[src/rtl/uart_rx.sv]
// ---------------------------------------------------------------------------
// uart_rx -- 8N1 UART receiver (LSB first, idle-high line).
// Receive-side partner of the MMIO UART transmitter. The serial input is
// synchronised, the start bit is qualified at mid-bit, data bits and the stop
// bit are sampled at mid-bit, and each good byte is presented with a
// one-cycle strobe for the MMIO register block.
//
// Parameters:
//   CLKS_PER_BIT  clock cycles per serial bit (>= 4)
//
// Ports:
//   clk        system clock, rising edge
//   rst_n      asynchronous active-low reset
//   rx         serial input, asynchronous to clk, idle high
//   data       last correctly framed byte
//   valid      one-cycle pulse: data updated this cycle
//   frame_err  one-cycle pulse: stop bit sampled low
//   busy       high whenever the receiver is not idle
// ---------------------------------------------------------------------------
module uart_rx #(
  parameter int CLKS_PER_BIT = 5208
) (
  input  logic       clk,
  input  logic       rst_n,
  input  logic       rx,
  output logic [7:0] data,
  output logic       valid,
  output logic       frame_err,
  output logic       busy
);

  localparam int HALF_BIT = CLKS_PER_BIT / 2;
  localparam int CNT_W    = $clog2(CLKS_PER_BIT);

  localparam logic [CNT_W-1:0] HALF_LAST = CNT_W'(HALF_BIT - 1);
  localparam logic [CNT_W-1:0] FULL_LAST = CNT_W'(CLKS_PER_BIT - 1);
  localparam logic [CNT_W-1:0] CNT_ONE   = CNT_W'(1);

  typedef enum logic [2:0] {
    IDLE,
    START,
    DATA,
    STOP,
    WAIT_HIGH
  } state_t;

  state_t           state;
  logic             rx_meta;
  logic             rx_s;
  logic [CNT_W-1:0] cnt;
  logic [2:0]       bit_idx;
  logic [7:0]       shreg;

  // Two-flop synchroniser. Both flops reset to the idle (high) level so a
  // reset release never looks like a start edge.
  always_ff @(posedge clk or negedge rst_n) begin
    if (!rst_n) begin
      rx_meta <= 1'b1;
      rx_s    <= 1'b1;
    end else begin
      rx_meta <= rx;
      rx_s    <= rx_meta;
    end
  end

  // Receive FSM. The counter restarts on every state change and every bit
  // sample, so each sample lands a whole bit period after the previous one,
  // starting from the mid-point of the start bit. busy is kept registered
  // and is updated on exactly the transitions into and out of IDLE.
  always_ff @(posedge clk or negedge rst_n) begin
    if (!rst_n) begin
      state     <= IDLE;
      cnt       <= '0;
      bit_idx   <= 3'd0;
      shreg     <= 8'h00;
      data      <= 8'h00;
      valid     <= 1'b0;
      frame_err <= 1'b0;
      busy      <= 1'b0;
    end else begin
      valid     <= 1'b0;
      frame_err <= 1'b0;
      case (state)
        IDLE: begin
          cnt <= '0;
          if (!rx_s) begin
            state <= START;
            busy  <= 1'b1;
          end
        end

        START: begin
          if (cnt == HALF_LAST) begin
            cnt <= '0;
            if (!rx_s) begin
              state   <= DATA;
              bit_idx <= 3'd0;
            end else begin
              // Line went back high before mid-start: treat as a glitch.
              state <= IDLE;
              busy  <= 1'b0;
            end
          end else begin
            cnt <= cnt + CNT_ONE;
          end
        end

        DATA: begin
          if (cnt == FULL_LAST) begin
            cnt     <= '0;
            // Shift right from the top so the first (LSB) bit ends in shreg[0].
            shreg   <= {rx_s, shreg[7:1]};
            bit_idx <= bit_idx + 3'd1;
            if (bit_idx == 3'd7) begin
              state <= STOP;
            end
          end else begin
            cnt <= cnt + CNT_ONE;
          end
        end

        STOP: begin
          if (cnt == FULL_LAST) begin
            cnt <= '0;
            if (rx_s) begin
              data  <= shreg;
              valid <= 1'b1;
              state <= IDLE;
              busy  <= 1'b0;
            end else begin
              // Data is left untouched; wait for the line to recover so a
              // held-low break reports only one error.
              frame_err <= 1'b1;
              state     <= WAIT_HIGH;
            end
          end else begin
            cnt <= cnt + CNT_ONE;
          end
        end

        WAIT_HIGH: begin
          if (rx_s) begin
            cnt   <= '0;
            state <= IDLE;
            busy  <= 1'b0;
          end else begin
            cnt <= cnt + CNT_ONE;
          end
        end

        default: begin
          cnt   <= '0;
          state <= IDLE;
          busy  <= 1'b0;
        end
      endcase
    end
  end

endmodule

[config.mk]
export PLATFORM = sky130hd
export DESIGN_NAME = uart_rx
export DESIGN_NICKNAME = d
export VERILOG_FILES = /design/src/rtl/uart_rx.sv
export SDC_FILE = /design/constraint.sdc
export NUM_CORES = 1
export LEC_CHECK = 0
export CAP_MARGIN = 20
export CORE_MARGIN = 2
export CORE_UTILIZATION = 45
export DETAILED_ROUTE_END_ITERATION = 8
export GPL_TIMING_DRIVEN = 0
export HOLD_SLACK_MARGIN = 0.15
export PLACE_DENSITY = 0.66
export SETUP_SLACK_MARGIN = 0.15
export SYNTH_ARGS = -nofsm -noshare
export SYNTH_HDL_FRONTEND = slang
export SYNTH_SLANG_ARGS = --single-unit
export TNS_END_PERCENT = 10
[constraint.sdc]
create_clock -name clk -period 2 [get_ports clk]
set_input_delay 0.4 -clock clk [delete_from_list [all_inputs] [get_ports clk]]
set_output_delay 0.4 -clock clk [all_outputs]
set_load 0.01 [all_outputs]
==> results of run 1 <==
-- registers in the layout, indices dropped and copies added (netlist names) --
name	flops
bit_idx	3
busy	1
cnt	13
data	8
frame_err	1
rx_meta	1
rx_s	1
shreg	8
state	3
valid	1
-- per-stage QoR --
step / area [um2] / utilization (%) / setup TNS, ns / cells / total power [mW]
after floorplan: 1840 / - / 0 / 160 / 0.834
after global placement: 2040 / 51.3 / -14.35 / 223 / 0.854
after detailed placement: 2030 / 51.2 / -0.478 / 223 / 0.854
after CTS: 2250 / 56.8 / 0 / 240 / 1.51
after global routing: 2270 / 57.1 / 0 / 241 / 1.55
final: 2270 / 57.1 / 0 / 241 / 1.49
-- timing repair --
| action | in CTS | in global routing |
|---|---|---|
| pin swaps | 5 | 1 |
| gates cloned | 0 | 0 |
| setup endpoints to repair | 32 | 34 |
| resized for setup | 9 | 2 |
| buffers inserted | 9 | 1 |
-- cells in the mapped netlist (all sizes together), types with 3 or more instances --
master / n / area [um2]
xnor2: 5 / 43.8
and4bb: 3 / 37.5
buf: 4 / 28.8
or3: 4 / 30.0
nor2b: 3 / 18.8
nor3: 3 / 15.0
nand2: 17 / 63.8
o21ai: 4 / 23.8
nor2: 21 / 78.8
nand3: 9 / 45.0
xor2: 6 / 52.6
mux2: 16 / 203
dfrtp: 38 / 951
ha: 3 / 37.5
nand2b: 3 / 18.8
-- logic make-up (layout without fill, tap and decap cells) --
logic type | after synthesis | in the layout | synth area share [%]
AND/OR/NAND/NOR | 71 | 71 | 20.6
multiplexers | 16 | 16 | 11.0
adder cells (fa/ha/maj) | 3 | 3 | 2.04
buffers and inverters | 8 | 39 | 2.37
flip-flops | 40 | 40 | 54.4
XOR/XNOR | 11 | 11 | 5.22
AO/OA/AOI/OAI | 11 | 11 | 4.34
-- worst paths after layout --
check	end	cells past startpoint	start	slack, ns
max	shreg[0]	6	cnt[1]	0.12
min reg2reg	rx_s	0	rx_meta	0.36
max reg2reg	shreg[0]	6	cnt[1]	0.12
min	bit_idx[0]	1	rst_n	0.21
min in group clk	rx_s	0	rx_meta	0.36
max in group asynchronous	data[5]	1	rst_n	1.26
-- power by group through the flow --
stage               Sequential [mW]  Combinational, mW  Clock (mW)
floorplan                     0.828            0.00565           0
global placement              0.828             0.0257           0
detailed placement            0.828             0.0258           0
CTS                           0.812             0.0260       0.672
global route                  0.813             0.0291       0.710
finish                        0.812             0.0244       0.657
-- cell type report --
cell class | instances | area, um2 | share of cell area (%)
clock inverters | 3 | 42.5 | 1.88
flip-flops and latches | 40 | 1000 | 44.3
well taps | 50 | 62.6 | 2.76
clock buffers | 5 | 68.8 | 3.04
multi-input cells | 112 | 836 | 36.9
plain buffers | 6 | 46.3 | 2.04
repair buffers | 23 | 200 | 8.83
inverters | 2 | 7.51 | 0.331
-- per-layer routing --
metal	wire length [um]	vias up	track usage, %
li1	-	609	-
met1	1520	604	19.9
met2	1600	13	28.4
met3	86	7	3.95
met4	61	0	7.50
met5	0	-	0
==> run metrics, run 1 <==
remaining global-route overflow=0; setup-violating endpoint count in the final report=0; combinational share of power=1.6%; Root Driver=clkbuf_8; ordered cell list for the critical path=ha_4 -> and4bb_2 -> nand3b_4 -> or3_4 -> buf_8 -> mux2_4; Max Cap Viol=0; worst setup skew after layout=0.00796 ns; later-pin clock latency in the skew report=0.30 ns; proportion of layout cells with a drive suffix above 1=26.7%; number of hold buffers added after cts=0; maximum resistive drop on vdd=0.350 mV; effective utilization at floorplan=46.4%; number of antenna violations at the first check in global routing=0; Leak=1.10 nW; headroom to the max-slew limit=43.0%; Tcrit/Tclk final=94.0%; clock input transition at the sequential cells of the worst setup and hold paths=0.08 ns; routed vias/inst=5.12; Worst Setup Slack post-DPL=-0.0326 ns; HPWL after detailed placement=2110 um; die width=68.0 um; Sw Ratio=20.6%; final antenna-violating net count=0; netlist area before placement=0.00184 mm2; maximum frequency from static timing analysis=532 MHz; detailed-route via count=1233; Hold Worst Slack=0.209 ns; Cell Pwr Density=659 mW/mm2; post-layout minimum cycle time=1.88 ns; worst-margin pin slew=0.855 ns; maximum number of pins on one net before global-route repair=41; post-synthesis cell count=160; sequential area share after synthesis=54.4%; Crit Path Category=reg -> reg; Sink Count=40; asr flop ratio synth=100%; count of buffer and inverter cells on the critical path=1; Hold Path Class=in -> async; count of antenna diodes in the layout=0; net count after synthesis=166; final count of hold timing violations=0; routability congestion estimate from global placement=0.830; count of flip-flops with a built-in enable after synthesis=0; Die Height=68.0 um; commonest non-fill, non-tap cells in the layout=dfrtp_1 (38), nor2_1 (21), nand2_1 (17); via count of the first global-routing pass=1256; worst path required time=2.18 ns; number of detailed-route iterations in the first pass=4; wire length after detailed routing=3260 um; critical-path cell with the highest stage delay=dfrtp_1; main flop type after synthesis=dfrtp_1; Top Family by Delay on Critical Path=simple AND/OR/NAND/NOR gates; post-route worst setup slack=0.120 ns; most common library cell in the layout ignoring fill and taps=dfrtp_1; Layout Nets=196; crit end category=flip-flop; Worst Path Arrival=2.06 ns; Reg power frac=54.4%; total of fill cells in the finished design=332; mean instance size in the synthesized netlist=11.5 um2; unrepaired setup endpoints after global routing=true; all-layer global routing usage=16.7%; type of origin of the critical path=flip-flop; Area Growth Syn to Fin=22.9%; clock tree buffer depth=2; # port buffers=13; 1st-iter DRT viols=56; TritonCTS clock tree=built; routed length per instance=13.5 um; internal power summed over all cells=1.19 mW; number of synthesized register bits=40; CP max stage delay=0.41 ns; global-route wire length before repair=5640 um; count of standard-cell rows=23; Synth Warn #=0; final number of max-transition violations=0; Die ar.=0.00463 mm2; number of clock buffers inserted by TritonCTS=5; Net Sw Power=308 uW; detailed-route DRC error count=0; outcome=completed; # IOs=14; top fanout value on the critical path=8; H-tree level count=2; area of the core region=0.00397 mm2; relative contribution of the clock network to total power=44.0%; count of cell types in the netlist=37
Power figures use the tool's default switching activity.
==> run 2, diff against run 1 <==
- CAP_MARGIN: 20 -> 0
- SLEW_MARGIN: default -> 10
==> run 2 against run 1 <==
  * Register-to-register slack better by 0.05 ns
  * Worst setup slack improved by 0.046 ns
  * Utilization rose by 1.1 points
  * Largest power group unchanged
  * First-iteration DRC count up 43%
  * Clock power down 18%
  * Die area unchanged
  * Largest cell class unchanged
==> run metrics, run 2 (synthesis results as in run 1) <==
outcome=completed; Reg power frac=58.6%; relative contribution of the clock network to total power=39.0%; final count of hold timing violations=0; Tcrit/Tclk final=91.7%; Die ar.=0.00463 mm2; later-pin clock latency in the skew report=0.29 ns; Sw Ratio=20.7%; number of flip-flops in the largest register=13; non-filler cells in the finished layout=243; top flop regs=cnt: 13 flops, data: 8 flops, shreg: 8 flops; capture point of the worst reg-to-reg path=data[1]; worst-margin pin slew=0.438 ns; Hold Path Class=reg -> reg; via count of the first global-routing pass=1223; routed length per instance=13.3 um; final number of max-transition violations=0; top fanout value on the critical path=8; HPWL after detailed placement=2190 um; maximum frequency from static timing analysis=545 MHz; placed cells=224; crit end category=flip-flop; Sink Count=40; global-route wire length before repair=5650 um; internal power summed over all cells=1.10 mW; final antenna-violating net count=0; register name with the most flops=cnt; WHS Path Cells=0; maximum resistive drop on vdd=0.262 mV; clock tree buffer depth=2; area of the core region=0.00397 mm2; post-layout minimum cycle time=1.83 ns; worst path required time=2.18 ns; combinational share of power=2.4%; cell depth of the worst flop-to-flop path=6; Net Sw Power=288 uW; unrepaired setup endpoints after global routing=true; headroom to the max-slew limit=70.8%; Hold Crit Start=rx_meta; number of detailed-route iterations in the first pass=4; maximum number of pins on one net before global-route repair=25; Layout Nets=198; proportion of layout cells with a drive suffix above 1=27.5%; worst reg2reg path startpoint=cnt[0]; routed vias/inst=5.06; worst setup skew after layout=0.00666 ns; Hold Worst Slack=0.356 ns; TritonCTS clock tree=built; detailed-route DRC error count=0; Root Driver=clkbuf_8; Fin Setup TNS=0 ns; routability congestion estimate from global placement=0.830; die width=68.0 um; # port buffers=13; clock input transition at the sequential cells of the worst setup and hold paths=0.08 ns; effective utilization at floorplan=46.4%; number of clock buffers inserted by TritonCTS=5; remaining global-route overflow=0; Cell Pwr Density=599 mW/mm2; detailed-route via count=1230; number of antenna violations at the first check in global routing=0; Leak=1.11 nW; Register-to-Register Setup Slack=0.17 ns; Area Growth Syn to Fin=25.4%; count of antenna diodes in the layout=0; destination of the worst hold path=rx_s; type of origin of the critical path=flip-flop; Crit Path Category=reg -> reg; setup-violating endpoint count in the final report=0; Max Cap Viol=0; 1st-iter DRT viols=80; Worst Path Arrival=2.01 ns; commonest non-fill, non-tap cells in the layout=dfrtp_1 (38), nor2_1 (21), nand2_1 (17); # IOs=14; H-tree level count=2; Die Height=68.0 um; wire length after detailed routing=3230 um; most common library cell in the layout ignoring fill and taps=dfrtp_1; all-layer global routing usage=16.6%; count of standard-cell rows=23
-- run 2: cell types whose count changed in the layout (fill, tap and decap cells not counted), sizes merged --
| cell | delta |
|---|---|
| buf | +1 |
| dlygate4sd3 | +1 |
| clkinv | +1 |
| clkbuf | +1 |
| clkinvlp | -1 |
| bufinv | -1 |
-- run 2: power groups by stage --
stage,Sequential [mW],Combinational [mW],Clock (mW)
2_1_floorplan,0.828,0.00565,0
3_3_place_gp,0.828,0.0257,0
3_5_place_dp,0.828,0.0326,0
4_1_cts,0.812,0.0347,0.568
5_1_grt,0.812,0.0382,0.604
6_report,0.812,0.0335,0.540
-- run 2: what timing repair did --
item | CTS | global route
resized for setup | 9 | 9
hold buffers | 1 | 0
endpoints found under the hold margin | 14 | 0
buffers inserted | 8 | 2
pin swaps | 5 | 5
endpoints found under the setup margin | 32 | 31
-- run 2: cell type report --
cell class	count	area [um2]
Buffer	6	50.0
Clock buffer	6	82.6
Clock inverter	2	10.0
Fill cell	345	1660
Inverter	2	7.51
Multi-Input combinational cell	112	858
Sequential cell	40	1000
Tap cell	50	62.6
Timing Repair Buffer	25	238
-- run 2: worst max path at each step --
stage | start | endpoint | slack [ns] | cells past startpoint
final | cnt[0] | data[1] | 0.17 | 6
after global routing | cnt[0] | shreg[0] | 0.09 | 6
after CTS | cnt[1] | shreg[0] | 0.14 | 6
after detailed placement | cnt[0] | cnt[9] | -0.04 | 7
after global placement | rst_n | data[5] | -0.37 | 1
after floorplan | cnt[0] | shreg[0] | 0.16 | 6
-- run 2: worst max-delay path, cell delays in order, from the launching register on --
cell      delay, ns
dfrtp_1        0.40
ha_4           0.16
and4bb_2       0.28
and4bb_2       0.26
nor2b_4        0.14
buf_6          0.15
mux2_2         0.34
-- run 2: per-stage QoR --
stage | instance area, um2 | utilization, % | power [mW] | worst slack, ns
detailed placement | 2060 | 51.9 | 0.861 | -0.0403
global placement | 2040 | 51.3 | 0.854 | -0.371
CTS | 2260 | 57.0 | 1.41 | 0.142
global route | 2310 | 58.2 | 1.45 | 0.0942
finish | 2310 | 58.2 | 1.39 | 0.166
floorplan | 1840 | - | 0.834 | 0.160
-- run 2: routing by layer --
metal | global-route usage [%] | part of all wire [%]
met2 | 25.8 | 47
met4 | 7.00 | 1.7
met1 | 21.6 | 48
met5 | 0 | 0
met3 | 5.10 | 3.6
==> run 3, diff against run 2 <==
- CORE_UTILIZATION: 45 -> 55
- PLACE_DENSITY: 0.66 -> 0.78
==> run 3 against run 2 <==
  * Utilization increased by 13 points
  * Highest routed layer unchanged
  * Critical path depth increased by 2
  * Power increased by 0.65%
  * Via count increased by 7.0%
  * Die area decreased by 17%
  * Hold slack improved by 0.0072 ns
  * Clock-buffer cell count decreased by 1
  * Critical path type unchanged
  * Sequential share of layout area decreased by 0.37 points
  * Largest cell class unchanged
  * Sequential cell count unchanged
  * Non-clock buffer count unchanged
==> run metrics, run 3 (synthesis results as in run 1) <==
proportion of layout cells with a drive suffix above 1=29.5%; number of detailed-route iterations in the first pass=4; Crit Path Category=reg -> reg; final number of max-transition violations=0; maximum resistive drop on vdd=0.399 mV; CP max stage delay=0.50 ns; number of antenna violations at the first check in global routing=0; remaining global-route overflow=0; Hold Path Class=reg -> reg; wire length after detailed routing=3680 um; maximum number of pins on one net before global-route repair=27; count of antenna diodes in the layout=0; headroom to the max-slew limit=72.8%; maximum frequency from static timing analysis=519 MHz; Worst Path Arrival=2.18 ns; via count of the first global-routing pass=1308; worst setup skew after layout=0.0149 ns; cell depth of the worst flop-to-flop path=8; # IOs=14; register name with the most flops=cnt; destination of the worst hold path=rx_s; worst-margin pin slew=0.405 ns; routed length per instance=15.4 um; post-layout minimum cycle time=1.93 ns; outcome=completed; type of origin of the critical path=flip-flop; TritonCTS clock tree=built; setup-violating endpoint count in the final report=0; final count of hold timing violations=0; crit end category=flip-flop; post-route worst setup slack=0.0734 ns; worst reg2reg path startpoint=cnt[0]; Area Growth Syn to Fin=26.5%; top flop regs=cnt: 13 flops, data: 8 flops, shreg: 8 flops; HPWL after detailed placement=2390 um; most common library cell in the layout ignoring fill and taps=dfrtp_1; count of standard-cell rows=21; Max Cap Viol=0; all-layer global routing usage=21.8%; unrepaired setup endpoints after global routing=true; detailed-route DRC error count=0; Die ar.=0.00383 mm2; final antenna-violating net count=0; Layout Nets=198; Root Driver=clkbuf_4; ordered cell list for the critical path=ha_4 -> buf_6 -> nand2_4 -> or4_4 -> o21ai_4 -> buf_6 -> nand2_4 -> o221a_2; global-route wire length before repair=5930 um; Hold Crit Start=rx_meta; Register-to-Register Setup Slack=0.07 ns; clock tree buffer depth=2; capture point of the worst reg-to-reg path=busy; Sink Count=40; top fanout value on the critical path=3; area of the core region=0.00328 mm2; effective utilization at floorplan=56.2%; Tcrit/Tclk final=96.3%; routed vias/inst=5.51; number of flip-flops in the largest register=13; die width=61.9 um; WHS Path Cells=0; 1st-iter DRT viols=51; Die Height=61.9 um; H-tree level count=2; total power consumption of the routed design=1.40 mW; clock input transition at the sequential cells of the worst setup and hold paths=0.12 ns; Leak=1.12 nW; routability congestion estimate from global placement=0.807; later-pin clock latency in the skew report=0.36 ns; worst path required time=2.25 ns; commonest non-fill, non-tap cells in the layout=dfrtp_1 (38), nor2_1 (20), nand2_1 (15); # port buffers=13; critical-path cell with the highest stage delay=or4_4; Worst Setup Slack post-DPL=-0.0457 ns; Cell Pwr Density=598 mW/mm2; detailed-route via count=1316; number of clock buffers inserted by TritonCTS=5
-- run 3: cell types whose count changed in the layout (fill, tap and decap cells not counted), moves of 2 or more --
cell / before / now
clkinv_2: 2 / 0
buf_4: 10 / 8
buf_6: 2 / 4
nand2_4: 0 / 2
nand2_1: 17 / 15
clkbuf_4: 0 / 5
clkbuf_8: 6 / 0
mux2_2: 6 / 10
mux2_4: 10 / 6
-- run 3: worst max-delay path, delay by kind of cell, from the launching register on --
family / cells / cell delay [ns]
DFF: 1 / 0.41
AOI/OAI and AO/OA: 2 / 0.43
adders and majority gates: 1 / 0.16
and+or+nand+nor: 3 / 0.58
buffers and inverters: 2 / 0.23
-- run 3: metrics by stage --
step	TNS [ns]	area, um2	utilization, %	std cells	hold slack [ns]
final	0	2330	71.0	239	0.364
after floorplan	0	1840	-	160	0.104
after global placement	-12.81	2030	61.9	219	0.347
after CTS	0	2290	69.8	240	0.365
after global routing	0	2330	71.0	239	0.372
after detailed placement	-0.719	2050	62.6	220	0.345
-- run 3: final cells by class --
| class | instances | area (um2) |
|---|---|---|
| well taps | 46 | 57.6 |
| fillers | 229 | 952 |
| clock buffers | 5 | 37.5 |
| repair buffers | 26 | 277 |
| plain buffers | 5 | 42.5 |
| flip-flops and latches | 40 | 1000 |
| clock inverters | 3 | 46.3 |
| multi-input cells | 112 | 861 |
| inverters | 2 | 7.51 |
-- run 3: worst max-delay path by stage --
stage	startpoint	depth (start not counted)	end
final	cnt[0]	8	busy
after global routing	cnt[0]	8	busy
after CTS	cnt[1]	6	shreg[0]
after detailed placement	cnt[0]	7	cnt[3]
after global placement	rst_n	1	data[6]
after floorplan	cnt[0]	6	shreg[0]
-- run 3: metal layers --
metal  vias to the layer above  track usage (%)  part of all wire, %
met5                         -                0                    0
met4                         0             8.51                 0.52
met3                         2             5.59                  4.2
met2                        47             37.9                   54
met1                       651             25.7                   41
li1                        616                -                    -
-- run 3: where the power goes --
group	internal [mW]	switching, mW
logic	0.0113	0.0191
registers	0.812	0.00339
clock network	0.267	0.282
total	1.09	0.304
-- run 3: repair_timing --
action	CTS	global route
pin swaps	5	6
gates cloned	2	0
endpoints found under the setup margin	32	34
gates resized for setup	10	13
endpoints found under the hold margin	14	0
hold buffers	1	0
buffers inserted	9	0
